[config.mk]
export PLATFORM = sky130hd
export DESIGN_NAME = temp_fan_ctrl
export DESIGN_NICKNAME = d
export VERILOG_FILES = /design/src/rtl/temp_pkg.sv /design/src/rtl/pwm_gen.sv /design/src/rtl/temp_fan_ctrl.sv
export SDC_FILE = /design/constraint.sdc
export NUM_CORES = 1
export LEC_CHECK = 0
export ABC_CLOCK_PERIOD_IN_PS = 3300
export BUFFER_PORTS_ARGS = -buffer_cell sky130_fd_sc_hd__buf_4
export CAP_MARGIN = 15
export CORE_MARGIN = 2
export CORE_UTILIZATION = 27
export DETAILED_ROUTE_END_ITERATION = 10
export MAX_ROUTING_LAYER = met4
export PLACE_DENSITY = 0.38
export SLEW_MARGIN = 20
export SYNTH_ARGS = -nofsm -noshare
export SYNTH_HDL_FRONTEND = slang
export SYNTH_SLANG_ARGS = --single-unit
[constraint.sdc]
create_clock -name clk -period 3.3 [get_ports clk]
set_input_delay 0.495 -clock clk [delete_from_list [all_inputs] [get_ports clk]]
set_output_delay 0.495 -clock clk [all_outputs]
set_load 0.02 [all_outputs]
[src/rtl/temp_pkg.sv]
// Shared encodings for the temperature-driven fan controller: state codes,
// one-hot class constants, duty percentages and the class decoder.
package temp_pkg;

    typedef enum logic [1:0] {
        ST_LOW    = 2'b00,
        ST_NORMAL = 2'b01,
        ST_HIGH   = 2'b10,
        ST_DANGER = 2'b11
    } state_t;

    localparam logic [3:0] CLS_LOW    = 4'b1000;
    localparam logic [3:0] CLS_NORMAL = 4'b0100;
    localparam logic [3:0] CLS_HIGH   = 4'b0010;
    localparam logic [3:0] CLS_DANGER = 4'b0001;

    localparam int unsigned DUTY_PCT_LOW    = 0;
    localparam int unsigned DUTY_PCT_NORMAL = 25;
    localparam int unsigned DUTY_PCT_HIGH   = 60;
    localparam int unsigned DUTY_PCT_DANGER = 100;

    typedef struct packed {
        state_t cls;
        logic   bad;
    } sample_t;

    // Anything that is not exactly one-hot is treated as danger and flagged.
    function automatic sample_t decode_class(input logic [3:0] tc);
        sample_t s;
        s.cls = ST_DANGER;
        s.bad = 1'b0;
        case (tc)
            CLS_LOW:    s.cls = ST_LOW;
            CLS_NORMAL: s.cls = ST_NORMAL;
            CLS_HIGH:   s.cls = ST_HIGH;
            CLS_DANGER: s.cls = ST_DANGER;
            default:    s.bad = 1'b1;
        endcase
        return s;
    endfunction

    function automatic int unsigned duty_of(input state_t s, input int unsigned period);
        case (s)
            ST_LOW:    return period * DUTY_PCT_LOW / 100;
            ST_NORMAL: return period * DUTY_PCT_NORMAL / 100;
            ST_HIGH:   return period * DUTY_PCT_HIGH / 100;
            default:   return period * DUTY_PCT_DANGER / 100;
        endcase
    endfunction

endpackage

[src/rtl/pwm_gen.sv]
// Fan PWM generator: free-running period counter, duty register that only
// reloads at the period wrap, and a registered comparator output.
module pwm_gen #(
    parameter int unsigned PERIOD = 100,
    parameter int unsigned DUTY_W = $clog2(PERIOD + 1)
) (
    input  logic              clk,
    input  logic              reset,
    input  logic [DUTY_W-1:0] duty_in,
    output logic              pwm
);

    logic [DUTY_W-1:0] cnt, cnt_nxt;
    logic [DUTY_W-1:0] duty, duty_nxt;
    logic              wrap;

    // NOTE: every always_comb output gets a default on every path, otherwise a latch is inferred.
    always_comb begin
        wrap     = (cnt == DUTY_W'(PERIOD - 1));
        cnt_nxt  = wrap ? '0 : cnt + DUTY_W'(1);
        duty_nxt = wrap ? duty_in : duty;
    end

    // pwm is compared against next-cycle values so the registered output
    // equals (cnt < duty) on every cycle.
    always_ff @(posedge clk) begin
        if (reset) begin
            cnt  <= '0;
            duty <= '0;
            pwm  <= 1'b0;
        end else begin
            // NOTE: sequential state uses non-blocking assignments so all registers update together.
            cnt  <= cnt_nxt;
            duty <= duty_nxt;
            pwm  <= (cnt_nxt < duty_nxt);
        end
    end

endmodule

[src/rtl/temp_fan_ctrl.sv]
// Temperature-class FSM with sample debounce, immediate danger entry,
// sticky error flag, alarm blinker and PWM fan drive.
module temp_fan_ctrl
    import temp_pkg::*;
#(
    parameter int unsigned PWM_PERIOD = 100,
    parameter int unsigned DEB_CNT    = 4,
    parameter int unsigned BLINK_DIV  = 25_000_000
) (
    input  logic       clk,
    input  logic       reset,
    input  logic [3:0] temp_class,
    input  logic       sample_en,
    output logic       fan_pwm,
    output logic       alarm_led,
    output logic [1:0] state,
    output logic       err_flag
);

    localparam int unsigned DUTY_W  = $clog2(PWM_PERIOD + 1);
    localparam int unsigned DEB_W   = $clog2(DEB_CNT + 1);
    localparam int unsigned BLINK_W = $clog2((BLINK_DIV > 1) ? BLINK_DIV : 2);

    state_t             st, st_nxt;
    state_t             cand, cand_nxt;
    logic [DEB_W-1:0]   deb_cnt, deb_cnt_nxt;
    logic [BLINK_W-1:0] blink_cnt;
    sample_t            samp;
    logic [DUTY_W-1:0]  duty_sel;

    always_comb begin
        samp        = decode_class(temp_class);
        st_nxt      = st;
        cand_nxt    = cand;
        deb_cnt_nxt = deb_cnt;
        if (sample_en) begin
            if (samp.cls == cand) begin
                deb_cnt_nxt = (deb_cnt == DEB_W'(DEB_CNT)) ? deb_cnt : deb_cnt + DEB_W'(1);
            end else begin
                cand_nxt    = samp.cls;
                deb_cnt_nxt = DEB_W'(1);
            end
            // Danger bypasses the debounce; other classes need a full run.
            if (samp.cls == ST_DANGER)
                st_nxt = ST_DANGER;
            else if (deb_cnt_nxt == DEB_W'(DEB_CNT))
                st_nxt = cand_nxt;
        end
    end

    always_ff @(posedge clk) begin
        if (reset) begin
            st        <= ST_NORMAL;
            cand      <= ST_NORMAL;
            deb_cnt   <= '0;
            blink_cnt <= '0;
            alarm_led <= 1'b0;
            err_flag  <= 1'b0;
        end else begin
            st       <= st_nxt;
            cand     <= cand_nxt;
            deb_cnt  <= deb_cnt_nxt;
            err_flag <= err_flag | (sample_en & samp.bad);
            if (st_nxt == ST_DANGER) begin
                if (st != ST_DANGER) begin
                    alarm_led <= 1'b1;
                    blink_cnt <= '0;
                end else if (blink_cnt == BLINK_W'(BLINK_DIV - 1)) begin
                    alarm_led <= ~alarm_led;
                    blink_cnt <= '0;
                end else begin
                    blink_cnt <= blink_cnt + BLINK_W'(1);
                end
            end else begin
                alarm_led <= (st_nxt == ST_HIGH);
                blink_cnt <= '0;
            end
        end
    end

    assign state    = st;
    assign duty_sel = DUTY_W'(duty_of(st, PWM_PERIOD));

    pwm_gen #(
        .PERIOD (PWM_PERIOD),
        .DUTY_W (DUTY_W)
    ) u_pwm (
        .clk     (clk),
        .reset   (reset),
        .duty_in (duty_sel),
        .pwm     (fan_pwm)
    );

endmodule

Yosys cells after proc, flatten, opt, wreduce, memory -nomap -nowiden
Cells that the tools add are included.
{"block": "classes", "bitwise_logic": 4, "addsub": 3, "n_eq_ne": 16, "n_reduce_logical": 3, "order_cmp": 1, "mux": 15}
{"operator": "adder 25 x 1 -> 25 bit (second input constant)", "count": 1}
{"operator": "equality test 25 bit (second input constant)", "count": 1}
{"operator": "one-hot mux 7 bit (3 select lines)", "count": 1}
{"operator": "2-to-1 mux 7 bit", "count": 2}
{"operator": "2-to-1 mux 3 bit", "count": 3}
{"operator": "equality test 2 bit (second input constant)", "count": 4}
{"operator": "2-to-1 mux 2 bit", "count": 4}
{"operator": "OR reduction 4 bit", "count": 2}
{"operator": "adder 7 x 1 -> 7 bit (second input constant)", "count": 1}
{"operator": "equality test 7 bit (second input constant)", "count": 1}
{"operator": "less-than comparator 7 bit", "count": 1}
{"operator": "equality test 3 bit (second input constant)", "count": 2}
{"operator": "one-hot mux 2 bit (3 select lines)", "count": 1}
{"operator": "equality test 4 x 1 -> 1 bit (second input constant)", "count": 1}
{"operator": "equality test 4 x 2 -> 1 bit (second input constant)", "count": 1}
{"operator": "equality test 4 x 3 -> 1 bit (second input constant)", "count": 1}
{"operator": "equality test 4 bit (second input constant)", "count": 1}
{"operator": "2-to-1 mux 1 bit", "count": 4}
{"operator": "adder 3 x 1 -> 3 bit (second input constant)", "count": 1}
{"operator": "inequality test 3 x 1 -> 1 bit (second input constant)", "count": 1}
{"operator": "equality test 2 x 1 -> 1 bit (second input constant)", "count": 1}
{"operator": "equality test 2 bit", "count": 1}
{"operator": "zero test 2 bit", "count": 1}
{"operator": "inequality test 2 bit (second input constant)", "count": 1}
{"operator": "3 further kinds", "count": 4}
{"block": "word_totals", "output_inout_bits": 5, "word_cells": 51, "register_bits": 49, "in_bits": 7}

Logic depth before layout (Yosys ltp)
Gate-level depths: netlist of run 1.
{"block": "depth", "word_depth": 12, "mapped_depth": 9, "depth_no_buf": 9}

By module
From an unflattened synthesis of run 1, not the netlist that was laid out.
{"block": "unflattened", "cells_unflattened": 320, "area_unflattened_um2": 2788.9}
{"module": "temp_fan_ctrl", "instances": 1, "area_per_inst_um2": 2028.2, "cells_per_inst": 246}
{"module": "pwm_gen", "instances": 1, "area_per_inst_um2": 760.7, "cells_per_inst": 74}

Least setup slack after synthesis of run 1
Ideal clock, no wire load.
{"block": "synth_timing", "path_kind": "register -> register", "start": "register deb_cnt[0]", "end": "register blink_cnt[0]", "arrival_time_ns": 2.083, "stages_incl_launch_ff": 9, "n_path_buf": 1, "setup_slack_ns": 1.087, "cell_sequence": "dfxtp_1 inv_1 ha_1 or3_1 a221o_1 a21o_1 a221oi_4 buf_4 nor4b_2"}
{"block": "synth_via", "elab_chain_cells": 11}
{"element": "from (decl)", "line": "temp_fan_ctrl.sv:26", "text": "logic [DEB_W-1:0] deb_cnt, deb_cnt_nxt;"}
{"element": "from (signal assigned)", "line": "temp_fan_ctrl.sv:62", "text": "deb_cnt <= deb_cnt_nxt;"}
{"element": "adder 3 x 1 -> 3 bit or equality test 3 bit (tied branches)", "line": "temp_fan_ctrl.sv:38", "text": "deb_cnt_nxt = (deb_cnt == DEB_W'(DEB_CNT)) ? deb_cnt : deb_cnt + DEB_W'(1);"}
{"element": "2-to-1 mux 3 bit *", "line": "temp_fan_ctrl.sv:38"}
{"element": "2-to-1 mux 3 bit *", "line": "temp_fan_ctrl.sv:37", "text": "if (samp.cls == cand) begin"}
{"element": "2-to-1 mux 3 bit *", "line": "temp_fan_ctrl.sv:36", "text": "if (sample_en) begin"}
{"element": "equality test 3 bit *", "line": "temp_fan_ctrl.sv:46", "text": "else if (deb_cnt_nxt == DEB_W'(DEB_CNT))"}
{"element": "2-to-1 mux 2 bit *", "line": "temp_fan_ctrl.sv:46"}
{"element": "2-to-1 mux 2 bit *", "line": "temp_fan_ctrl.sv:44", "text": "if (samp.cls == ST_DANGER)"}
{"element": "2-to-1 mux 2 bit *", "line": "temp_fan_ctrl.sv:36"}
{"element": "equality test 2 bit *", "line": "temp_fan_ctrl.sv:64", "text": "if (st_nxt == ST_DANGER) begin"}
{"element": "NOT 1 bit (no line) *"}
{"element": "OR reduction 4 bit (no line) *"}
{"element": "to (signal assigned)", "line": "temp_fan_ctrl.sv:72", "text": "blink_cnt <= blink_cnt + BLINK_W'(1);"}
{"element": "to (decl)", "line": "temp_fan_ctrl.sv:27", "text": "logic [BLINK_W-1:0] blink_cnt;"}
Mark *: on every way between the ends. The rest lies on a longest branch, timed or not. The select of a mux whose other input is x is not followed.
A chain may end at the register's enable or synchronous reset.

Worst setup path after layout of run 1
{"block": "layout_timing", "start": "register u_pwm.cnt[0]", "end": "register u_pwm.pwm"}
{"block": "layout_via", "elab_chain_cells": 3}
{"element": "from (decl)", "line": "pwm_gen.sv:13", "text": "logic [DUTY_W-1:0] cnt, cnt_nxt;"}
{"element": "from (signal assigned)", "line": "pwm_gen.sv:33", "text": "cnt <= cnt_nxt;"}
{"element": "adder 7 x 1 -> 7 bit or equality test 7 bit (tied branches)", "line": "pwm_gen.sv:20, pwm_gen.sv:19"}
{"element": "2-to-1 mux 7 bit (on tied branches)", "line": "pwm_gen.sv:20, pwm_gen.sv:21"}
{"element": "less-than comparator 7 bit *", "line": "pwm_gen.sv:35", "text": "pwm <= (cnt_nxt < duty_nxt);"}
{"element": "to (signal assigned)", "line": "pwm_gen.sv:35"}
{"element": "to (decl)", "line": "pwm_gen.sv:10", "text": "output logic pwm"}
Mark *: on every way between the ends. The rest lies on a longest branch, timed or not.

==> impl_metrics.py, run 1 <==
metrics = {
    "clock_network": {
        "cts_tree": "yes",
        "clk_pin_slew_ns": 0.09,
        "numCtsBuffers": 5,
        "cts_hold_buf": 0,
        "cts_root_buf": "clkbuf_8",
        "insertion_delay_ns": 0.30,
        "clock_path_buffers": 2,
        "numClockSinks": 49,
        "htreeDepth": 2,
        "ctsResizeCount": 0,
        "post-cts-setup-buffers": 0,
    },
    "power": {
        "switching_share_pct": 26.0,
        "p_per_area_nw_per_um2": 422,
        "p_seq_share_pct": 50.7,
        "p_int_mw": 0.913,
        "ir_worst_vdd_mv": 0.220,
        "p_leak_nw": 1.05,
        "clockPowerShare_pct": 36.7,
        "p_sw_mw": 0.321,
        "p_comb_share_pct": 12.6,
    },
    "sta": {
        "finalSetupViolations": 0,
        "skew_ns": 0.0108,
        "holdWs_ns": 0.458,
        "fin_crit_ns": 2.51,
        "timing.final.ws_setup_ns": 0.789,
        "tns_ns": 0,
        "slew_headroom_pct": 51.1,
        "slew_violations": 0,
        "max_freq_mhz": 398,
        "rsz0062_at_grt": "false",
        "finalCritPeriodShare_pct": 76.1,
        "hold_viol_final": 0,
        "tightest_slew_ns": 0.733,
    },
    "yosys": {
        "synth_nets": 324,
        "yosys_most_used_dff": "dfxtp_1",
        "synth_cell_types": 39,
        "synth-async-reset-ratio_pct": 0,
        "synthCells": 303,
        "yosysMostFrequentCell": "dfxtp_1",
        "synth_largest_area_cell": "dfxtp_1",
        "yosysWarnings": 0,
        "seq_area_frac_synth_pct": 37.6,
        "ys_seq_elements": 49,
        "synth_top_area_share_pct": 37.6,
        "synthTopCellsByCount": "dfxtp_1, nand2_1, nor3_1, xnor2_1, nor2_1",
        "syn_area_per_cell_um2": 8.61,
        "yosys-top-cells-area": "dfxtp_1, xnor2_1, ha_1",
        "synth_edf_count": 0,
        "synth_area_um2": 2610,
    },
    "worst_setup_path": {
        "path_class": "reg -> reg",
        "worstPathRequired_ns": 3.55,
        "crit_path_end_kind": "flop",
        "crit_path_start_kind": "flop",
        "arrival_ns": 2.76,
        "critPathMaxFanout": 8,
    },
    "placed_design": {
        "place_area_um2": 2800,
        "place_ws_ns": 0.804,
        "gp_congestion": 0.797,
        "port_buffers": 11,
        "post-dp-hpwl_mm": 3.94,
    },
    "global_route": {
        "overflow": 0,
        "grt_pass1_wl_mm": 10.2,
        "grt_pass1_vias": 2131,
        "grt_max_degree": 24,
        "grt_use_total_pct": 12.5,
        "antenna_found_initial": 0,
    },
    "drt": {
        "routed_wl_mm": 5.71,
        "wl_per_cell_um": 13.0,
        "vias_per_cell": 4.71,
        "vias": 2066,
        "ant_nets": 0,
        "drt_first_iter_violations": 52,
        "firstDrtPassIters": 4,
        "drcViolationCount": 0,
    },
    "floorplanning": {
        "die_w_um": 102,
        "pin_count": 12,
        "die-height_um": 102,
        "rows": 35,
        "core_um2": 9330,
        "dieArea_um2": 10500,
        "initial_core_util_pct": 28.0,
    },
    "cells_and_area": {
        "postLayoutCellArea_um2": 2920,
        "nets": 330,
        "syn_to_final_growth_pct": 12.1,
        "diodes": 0,
        "layout-drive-gt1-share_pct": 10.0,
    },
    "hold_path": {
        "hp-class": "reg -> reg",
    },
    "outcome": {
        "status": "finished, final reports clean",
    },
    "job": {
        "maxCapViolCount": 0,
    },
}
-- final timing paths --
kind | depth (start not counted) | slack, ns | startpoint | endpoint
setup / recovery | 9 | 0.79 | u_pwm.cnt[0] | u_pwm.pwm
hold / removal | 2 | 0.46 | err_flag | err_flag
setup reg to reg | 9 | 0.79 | u_pwm.cnt[0] | u_pwm.pwm
hold reg to reg | 2 | 0.46 | err_flag | err_flag
-- cell families (layout without fill, tap and decap cells) --
family / after synthesis / in the layout / synth area share, %
simple gates: 138 / 138 / 28.4
buf+inv: 26 / 33 / 4.32
fa+ha+maj: 14 / 14 / 6.71
compound gates: 44 / 44 / 12.2
mux: 1 / 1 / 0.384
xor+xnor: 31 / 31 / 10.4
flops: 49 / 49 / 37.6
-- power groups by stage --
stage | clock [mW] | combinational [mW] | sequential (mW)
after detailed placement | 0 | 0.157 | 0.640
after global placement | 0 | 0.158 | 0.640
final | 0.453 | 0.156 | 0.626
after global routing | 0.492 | 0.175 | 0.630
after CTS | 0.475 | 0.158 | 0.627
after floorplan | 0 | 0.104 | 0.644
-- cell usage in the layout (no fill, tap or decap), types with 2 or more instances in the layout --
cell / netlist / routed
ha_1: 14 / 14
nand3_1: 15 / 15
a211oi_1: 2 / 2
nor4b_1: 4 / 4
a21o_1: 2 / 2
xor2_1: 8 / 8
nor3_1: 23 / 23
xnor2_1: 23 / 23
buf_4: 4 / 14
a21oi_1: 10 / 10
o21a_1: 3 / 3
inv_1: 9 / 9
clkbuf_8: 0 / 6
nand4_1: 13 / 13
dfxtp_1: 49 / 49
o21ai_0: 9 / 9
a221o_1: 2 / 2
nor3_2: 4 / 4
o22a_1: 2 / 2
a41oi_1: 2 / 2
and3_1: 6 / 6
nor4_1: 2 / 2
inv_2: 2 / 2
nand2_1: 31 / 31
nor2_1: 20 / 20
or3_1: 4 / 4
and4_1: 7 / 7
nor2b_1: 5 / 5
a31oi_1: 7 / 7
-- worst max-delay path, stage by stage, from the launching register on --
cell	delay (ns)
dfxtp_1	0.41
ha_1	0.31
nand4_1	0.35
or3_1	0.44
o21ai_0	0.13
ha_1	0.30
a21oi_1	0.14
o21ai_0	0.09
nor3_1	0.14
o21a_1	0.15
-- final cells by class --
| cell class | count | area [um2] |
|---|---|---|
| fill | 1014 | 6400 |
| tap | 129 | 161 |
| timing repair buffer | 14 | 105 |
| clock inverter | 2 | 37.5 |
| multi-input combinational | 228 | 1520 |
| inverter | 11 | 41.3 |
| clock buffer | 6 | 82.6 |
| sequential | 49 | 981 |
-- routing by layer --
metal	track usage [%]	share of wire (%)	vias up
met5	-	0	-
met4	2.46	0.60	0
met3	2.46	2.3	4
met2	20.2	45	25
met1	16.3	52	946
li1	-	-	1091
-- flip-flops by register name (all words and copies together), names as in the netlist --
signal,count
err_flag,1
cand,2
u_pwm.duty,7
u_pwm.cnt,7
deb_cnt,3
u_pwm.pwm,1
blink_cnt,25
alarm_led,1
state,2
-- through the flow --
step           total power [mW]  util, %  cells
2_1_floorplan             0.749        -    303
3_3_place_gp              0.799     30.1    431
3_5_place_dp              0.797     30.1    431
4_1_cts                    1.26     31.3    439
5_1_grt                    1.30     31.3    439
6_report                   1.23     31.3    439
No activity file was read; power rests on OpenSTA's default activity.
==> inputs of run 2 (changes only) <==
--- a/config.mk
+++ b/config.mk
@@ -5,14 +5,14 @@
 export SDC_FILE = /design/constraint.sdc
 export NUM_CORES = 1
 export LEC_CHECK = 0
-export ABC_CLOCK_PERIOD_IN_PS = 3300
+export ABC_CLOCK_PERIOD_IN_PS = 2050
 export BUFFER_PORTS_ARGS = -buffer_cell sky130_fd_sc_hd__buf_4
 export CAP_MARGIN = 15
 export CORE_MARGIN = 2
 export CORE_UTILIZATION = 27
 export DETAILED_ROUTE_END_ITERATION = 10
 export MAX_ROUTING_LAYER = met4
-export PLACE_DENSITY = 0.38
+export PLACE_DENSITY = 0.4
 export SLEW_MARGIN = 20
 export SYNTH_ARGS = -nofsm -noshare
 export SYNTH_HDL_FRONTEND = slang
==> constraint.sdc (replaced) <==
create_clock -name clk -period 2.05 [get_ports clk]
set_input_delay 0.3075 -clock clk [delete_from_list [all_inputs] [get_ports clk]]
set_output_delay 0.3075 -clock clk [all_outputs]
set_load 0.02 [all_outputs]
==> impl_metrics.py, run 2 (synthesis results as in run 1) <==
metrics = {
    "outcome": {
        "status": "finished, violations left",
        "violations": "setup timing",
    },
    "global_route": {
        "grt_max_degree": 23,
        "grt_use_total_pct": 13.5,
        "grt_pass1_wl_mm": 11.0,
        "grt_pass1_vias": 2311,
        "overflow": 0,
        "antenna_found_initial": 0,
    },
    "sta": {
        "slew_violations": 0,
        "finalSetupViolations": 28,
        "holdWs_ns": 0.296,
        "rsz0062_at_grt": "true",
        "skew_ns": 0.00623,
        "finalCritPeriodShare_pct": 108,
        "slew_headroom_pct": 66.2,
        "max_freq_mhz": 451,
        "timing.final.ws_setup_ns": -0.167,
        "hold_viol_final": 0,
        "fin_crit_ns": 2.22,
        "tightest_slew_ns": 0.504,
    },
    "cells_and_area": {
        "nets": 376,
        "syn_to_final_growth_pct": 33.4,
        "layout_commonest_cell": "buf_4",
        "largestRegisters": "blink_cnt: 25 flops, u_pwm.cnt: 7 flops, u_pwm.duty: 7 flops",
        "most-common-layout-cells": "buf_4, dfxtp_1, nand2_1",
        "regMostFlops": "blink_cnt",
        "postLayoutCellArea_um2": 3480,
        "diodes": 0,
        "multiInputGateArea_um2": 1670,
        "regArea_um2": 991,
        "finalNonFillerCells": 484,
        "largest_register_ffs": 25,
        "layout-drive-gt1-share_pct": 30.4,
        "nFillCells": 975,
    },
    "floorplanning": {
        "initial_core_util_pct": 28.0,
        "dieArea_um2": 10500,
        "core_um2": 9330,
        "pin_count": 12,
        "rows": 35,
        "die-height_um": 102,
        "die_w_um": 102,
    },
    "drt": {
        "vias": 2280,
        "routed_wl_mm": 6.21,
        "ant_nets": 0,
        "firstDrtPassIters": 4,
        "drt_first_iter_violations": 54,
        "vias_per_cell": 4.71,
        "drcViolationCount": 0,
        "wl_per_cell_um": 12.8,
    },
    "clock_network": {
        "htreeDepth": 2,
        "cts_hold_buf": 0,
        "cts_root_buf": "clkbuf_8",
        "cts_tree": "yes",
        "clk_pin_slew_ns": 0.09,
        "insertion_delay_ns": 0.29,
        "numCtsBuffers": 5,
        "clock_path_buffers": 2,
        "numClockSinks": 49,
    },
    "worst_setup_path": {
        "critPathMaxFanout": 6,
        "crit_path_start_kind": "flop",
        "path_class": "reg -> reg",
        "arrival_ns": 2.44,
        "crit_path_end_kind": "flop",
        "worstPathRequired_ns": 2.27,
    },
    "placed_design": {
        "place_area_um2": 3160,
        "dpl.cell_count": 470,
        "post-dp-hpwl_mm": 4.28,
        "gp_congestion": 0.756,
        "port_buffers": 11,
    },
    "power": {
        "p_leak_nw": 1.32,
        "ir_worst_vdd_mv": 0.253,
        "p_per_area_nw_per_um2": 561,
    },
    "hold_path": {
        "hp-class": "in -> reg",
    },
    "job": {
        "maxCapViolCount": 0,
    },
}
run 2: cell type report:
cell class                 instances  share of cell area [%]
multi-input combinational        228                    47.9
sequential                        49                    28.5
timing repair buffer              60                    15.2
tap                              129                    4.64
clock buffer                       6                    2.37
inverter                          11                    1.19
clock inverter                     1                   0.216
run 2: repair_timing:
action / 4_1_cts / 5_1_grt
endpoints found under the hold margin: 0 / 0
gates resized for setup: 17 / 18
pin swaps: 9 / 7
setup endpoints to repair: 29 / 29
gates cloned: 2 / 0
setup buffers: 4 / 1
run 2: critical path: stages (launching register included):
cell	delay, ns
dfxtp_2	0.34
ha_2	0.18
or3_1	0.34
a221o_1	0.33
buf_6	0.14
nor3_4	0.21
a221oi_4	0.09
buf_6	0.15
buf_12	0.14
nor4b_2	0.22
run 2: power by group:
group / internal (mW) / leakage (nW) / switching, mW
logic: 0.165 / 0.882 / 0.194
registers: 0.980 / 0.400 / 0.0222
clock network: 0.268 / 0.0433 / 0.324
run 2: final timing paths:
check	from	endpoint	slack (ns)	cells after the start
worst max-delay path	deb_cnt[0]	blink_cnt[11]	-0.17	9
worst max register to register	deb_cnt[0]	blink_cnt[11]	-0.17	9
worst min register to register	err_flag	err_flag	0.46	2
worst min-delay path	sample_en	deb_cnt[2]	0.30	2
run 2: per-layer routing:
layer  global-route usage [%]  part of all wire [%]  up-vias
met5                        -                     0        -
met4                     2.87                  0.92        0
met3                     2.26                   2.1        7
met2                     21.2                    46       21
met1                     18.5                    51     1061
li1                         -                     -     1191
run 2: per-stage QoR:
step	setup WS [ns]	TNS [ns]	power [mW]	utilization, %
floorplan	-0.0764	-1.51	1.21	-
global placement	-0.127	-3.15	1.36	33.9
detailed placement	-0.169	-3.69	1.36	33.9
CTS	-0.175	-4.27	1.99	36.4
global route	-0.275	-7.19	2.07	37.3
finish	-0.167	-4.30	1.95	37.3
==> inputs of run 3 (changes only) <==
--- a/config.mk
+++ b/config.mk
@@ -8,7 +8,7 @@
 export ABC_CLOCK_PERIOD_IN_PS = 2050
 export BUFFER_PORTS_ARGS = -buffer_cell sky130_fd_sc_hd__buf_4
 export CAP_MARGIN = 15
-export CORE_MARGIN = 2
+export CORE_MARGIN = 3
 export CORE_UTILIZATION = 27
 export DETAILED_ROUTE_END_ITERATION = 10
 export MAX_ROUTING_LAYER = met4
==> impl_metrics.py, run 3 (synthesis results as in run 1) <==
metrics = {
    "outcome": {
        "status": "finished, violations left",
        "violations": "setup timing",
    },
    "job": {
        "maxCapViolCount": 0,
    },
    "worst_setup_path": {
        "path_class": "reg -> reg",
        "cp_slowest_cell": "dfxtp_2",
        "worst-path-buf-inv": 1,
        "worstPathRequired_ns": 2.25,
        "critPathTopFamily": "compound AO/OA/AOI/OAI gates",
        "critPathMaxFanout": 22,
        "worstRegToRegCells": 7,
        "cp.depth": 7,
        "crit_path_start_kind": "flop",
        "arrival_ns": 2.37,
        "crit_path_end_kind": "flop",
        "crit_chain": "ha_2 > or3_1 > a221o_1 > a21o_1 > a221oi_4 > buf_12 > nor3_1",
        "slowest_delay_ns": 0.35,
    },
    "cells_and_area": {
        "layout_commonest_cell": "buf_4",
        "syn_to_final_growth_pct": 27.1,
        "finalNonFillerCells": 479,
        "nets": 370,
        "largestRegisters": "blink_cnt: 25 flops, u_pwm.cnt: 7 flops, u_pwm.duty: 7 flops",
        "diodes": 0,
        "largest_register_ffs": 25,
        "layout-drive-gt1-share_pct": 25.4,
        "regMostFlops": "blink_cnt",
        "most-common-layout-cells": "buf_4, dfxtp_1, nand2_1",
    },
    "sta": {
        "fin_crit_ns": 2.16,
        "hold_viol_final": 0,
        "finalSetupViolations": 28,
        "finalCritPeriodShare_pct": 105,
        "rsz0062_at_grt": "true",
        "max_freq_mhz": 463,
        "skew_ns": 0.00696,
        "tightest_slew_ns": 0.490,
        "slew_violations": 0,
        "slew_headroom_pct": 67.2,
        "timing.final.ws_setup_ns": -0.112,
    },
    "clock_network": {
        "numCtsBuffers": 5,
        "clk_pin_slew_ns": 0.10,
        "htreeDepth": 2,
        "numClockSinks": 49,
        "cts_root_buf": "clkbuf_8",
        "clock_path_buffers": 2,
        "cts_hold_buf": 0,
        "cts_tree": "yes",
        "insertion_delay_ns": 0.31,
    },
    "floorplanning": {
        "initial_core_util_pct": 28.0,
        "die_w_um": 104,
        "core_um2": 9330,
        "pin_count": 12,
        "die-height_um": 104,
        "rows": 35,
        "dieArea_um2": 10900,
    },
    "power": {
        "p_leak_nw": 1.26,
        "ir_worst_vdd_mv": 0.425,
        "design_power_total_mw": 1.97,
        "p_per_area_nw_per_um2": 596,
    },
    "global_route": {
        "grt_pass1_vias": 2307,
        "grt_max_degree": 23,
        "overflow": 0,
        "grt_use_total_pct": 12.6,
        "antenna_found_initial": 0,
        "grt_pass1_wl_mm": 11.0,
    },
    "placed_design": {
        "gp_congestion": 0.762,
        "post-dp-hpwl_mm": 4.48,
        "port_buffers": 11,
        "dpl.cell_count": 469,
    },
    "drt": {
        "drt_first_iter_violations": 96,
        "wl_per_cell_um": 13.0,
        "vias_per_cell": 4.76,
        "routed_wl_mm": 6.24,
        "firstDrtPassIters": 4,
        "drcViolationCount": 0,
        "ant_nets": 0,
        "vias": 2281,
    },
    "hold_path": {
        "holdPathStages": 2,
        "hp-class": "in -> reg",
    },
}
==> run 3: changes by cell type in the layout (fill, tap and decap cells not counted), sizes merged <==
cell,before,now
buf,60,54
clkinv,0,2
clkinvlp,1,0
==> run 3: routing by layer <==
layer  wire length [um]  share of wire [%]  global-route usage [%]
met3                167                2.7                    2.23
met2               2840                 46                    20.5
met4                118                1.9                    3.99
met5                  0                  0                       -
met1               3110                 50                    15.8
==> run 3: path summary, 6_finish.rpt <==
kind,to,start,slack (ns)
worst min register to register,err_flag,err_flag,0.46
worst min-delay path,deb_cnt[2],sample_en,0.28
worst max register to register,blink_cnt[23],deb_cnt[0],-0.11
worst max-delay path,blink_cnt[23],deb_cnt[0],-0.11
==> run 3: per-stage QoR <==
step	utilization [%]	hold WS, ns	worst slack, ns	setup TNS [ns]	cell area, um2
2_1_floorplan	-	0.424	-0.0764	-1.51	2650
3_3_place_gp	33.8	0.437	-0.127	-3.27	3150
3_5_place_dp	33.8	0.450	-0.142	-3.47	3150
4_1_cts	35.1	0.270	-0.110	-2.55	3270
5_1_grt	35.5	0.292	-0.202	-4.88	3310
6_report	35.5	0.284	-0.112	-2.63	3310
==> run 3: where the power goes <==
part	total (mW)	switching, mW	internal (mW)	leakage [nW]
Sequential	1.00	0.0223	0.980	0.398
Combinational	0.343	0.188	0.156	0.809
Clock	0.630	0.355	0.275	0.0512
Total	1.97	0.565	1.41	1.26
==> run 3: layout make-up <==
| cell class | count | area [um2] |
|---|---|---|
| well taps | 129 | 161 |
| clock buffers | 6 | 82.6 |
| clock inverters | 2 | 13.8 |
| multi-input cells | 228 | 1600 |
| flip-flops and latches | 49 | 986 |
| inverters | 11 | 41.3 |
| fillers | 988 | 6010 |
| repair buffers | 54 | 434 |
==> run 3: repair_timing <==
item,CTS,global route
cloned,0,0
gates resized for setup,4,8
pin swaps,4,3
setup buffers,2,0
endpoints found under the setup margin,29,29
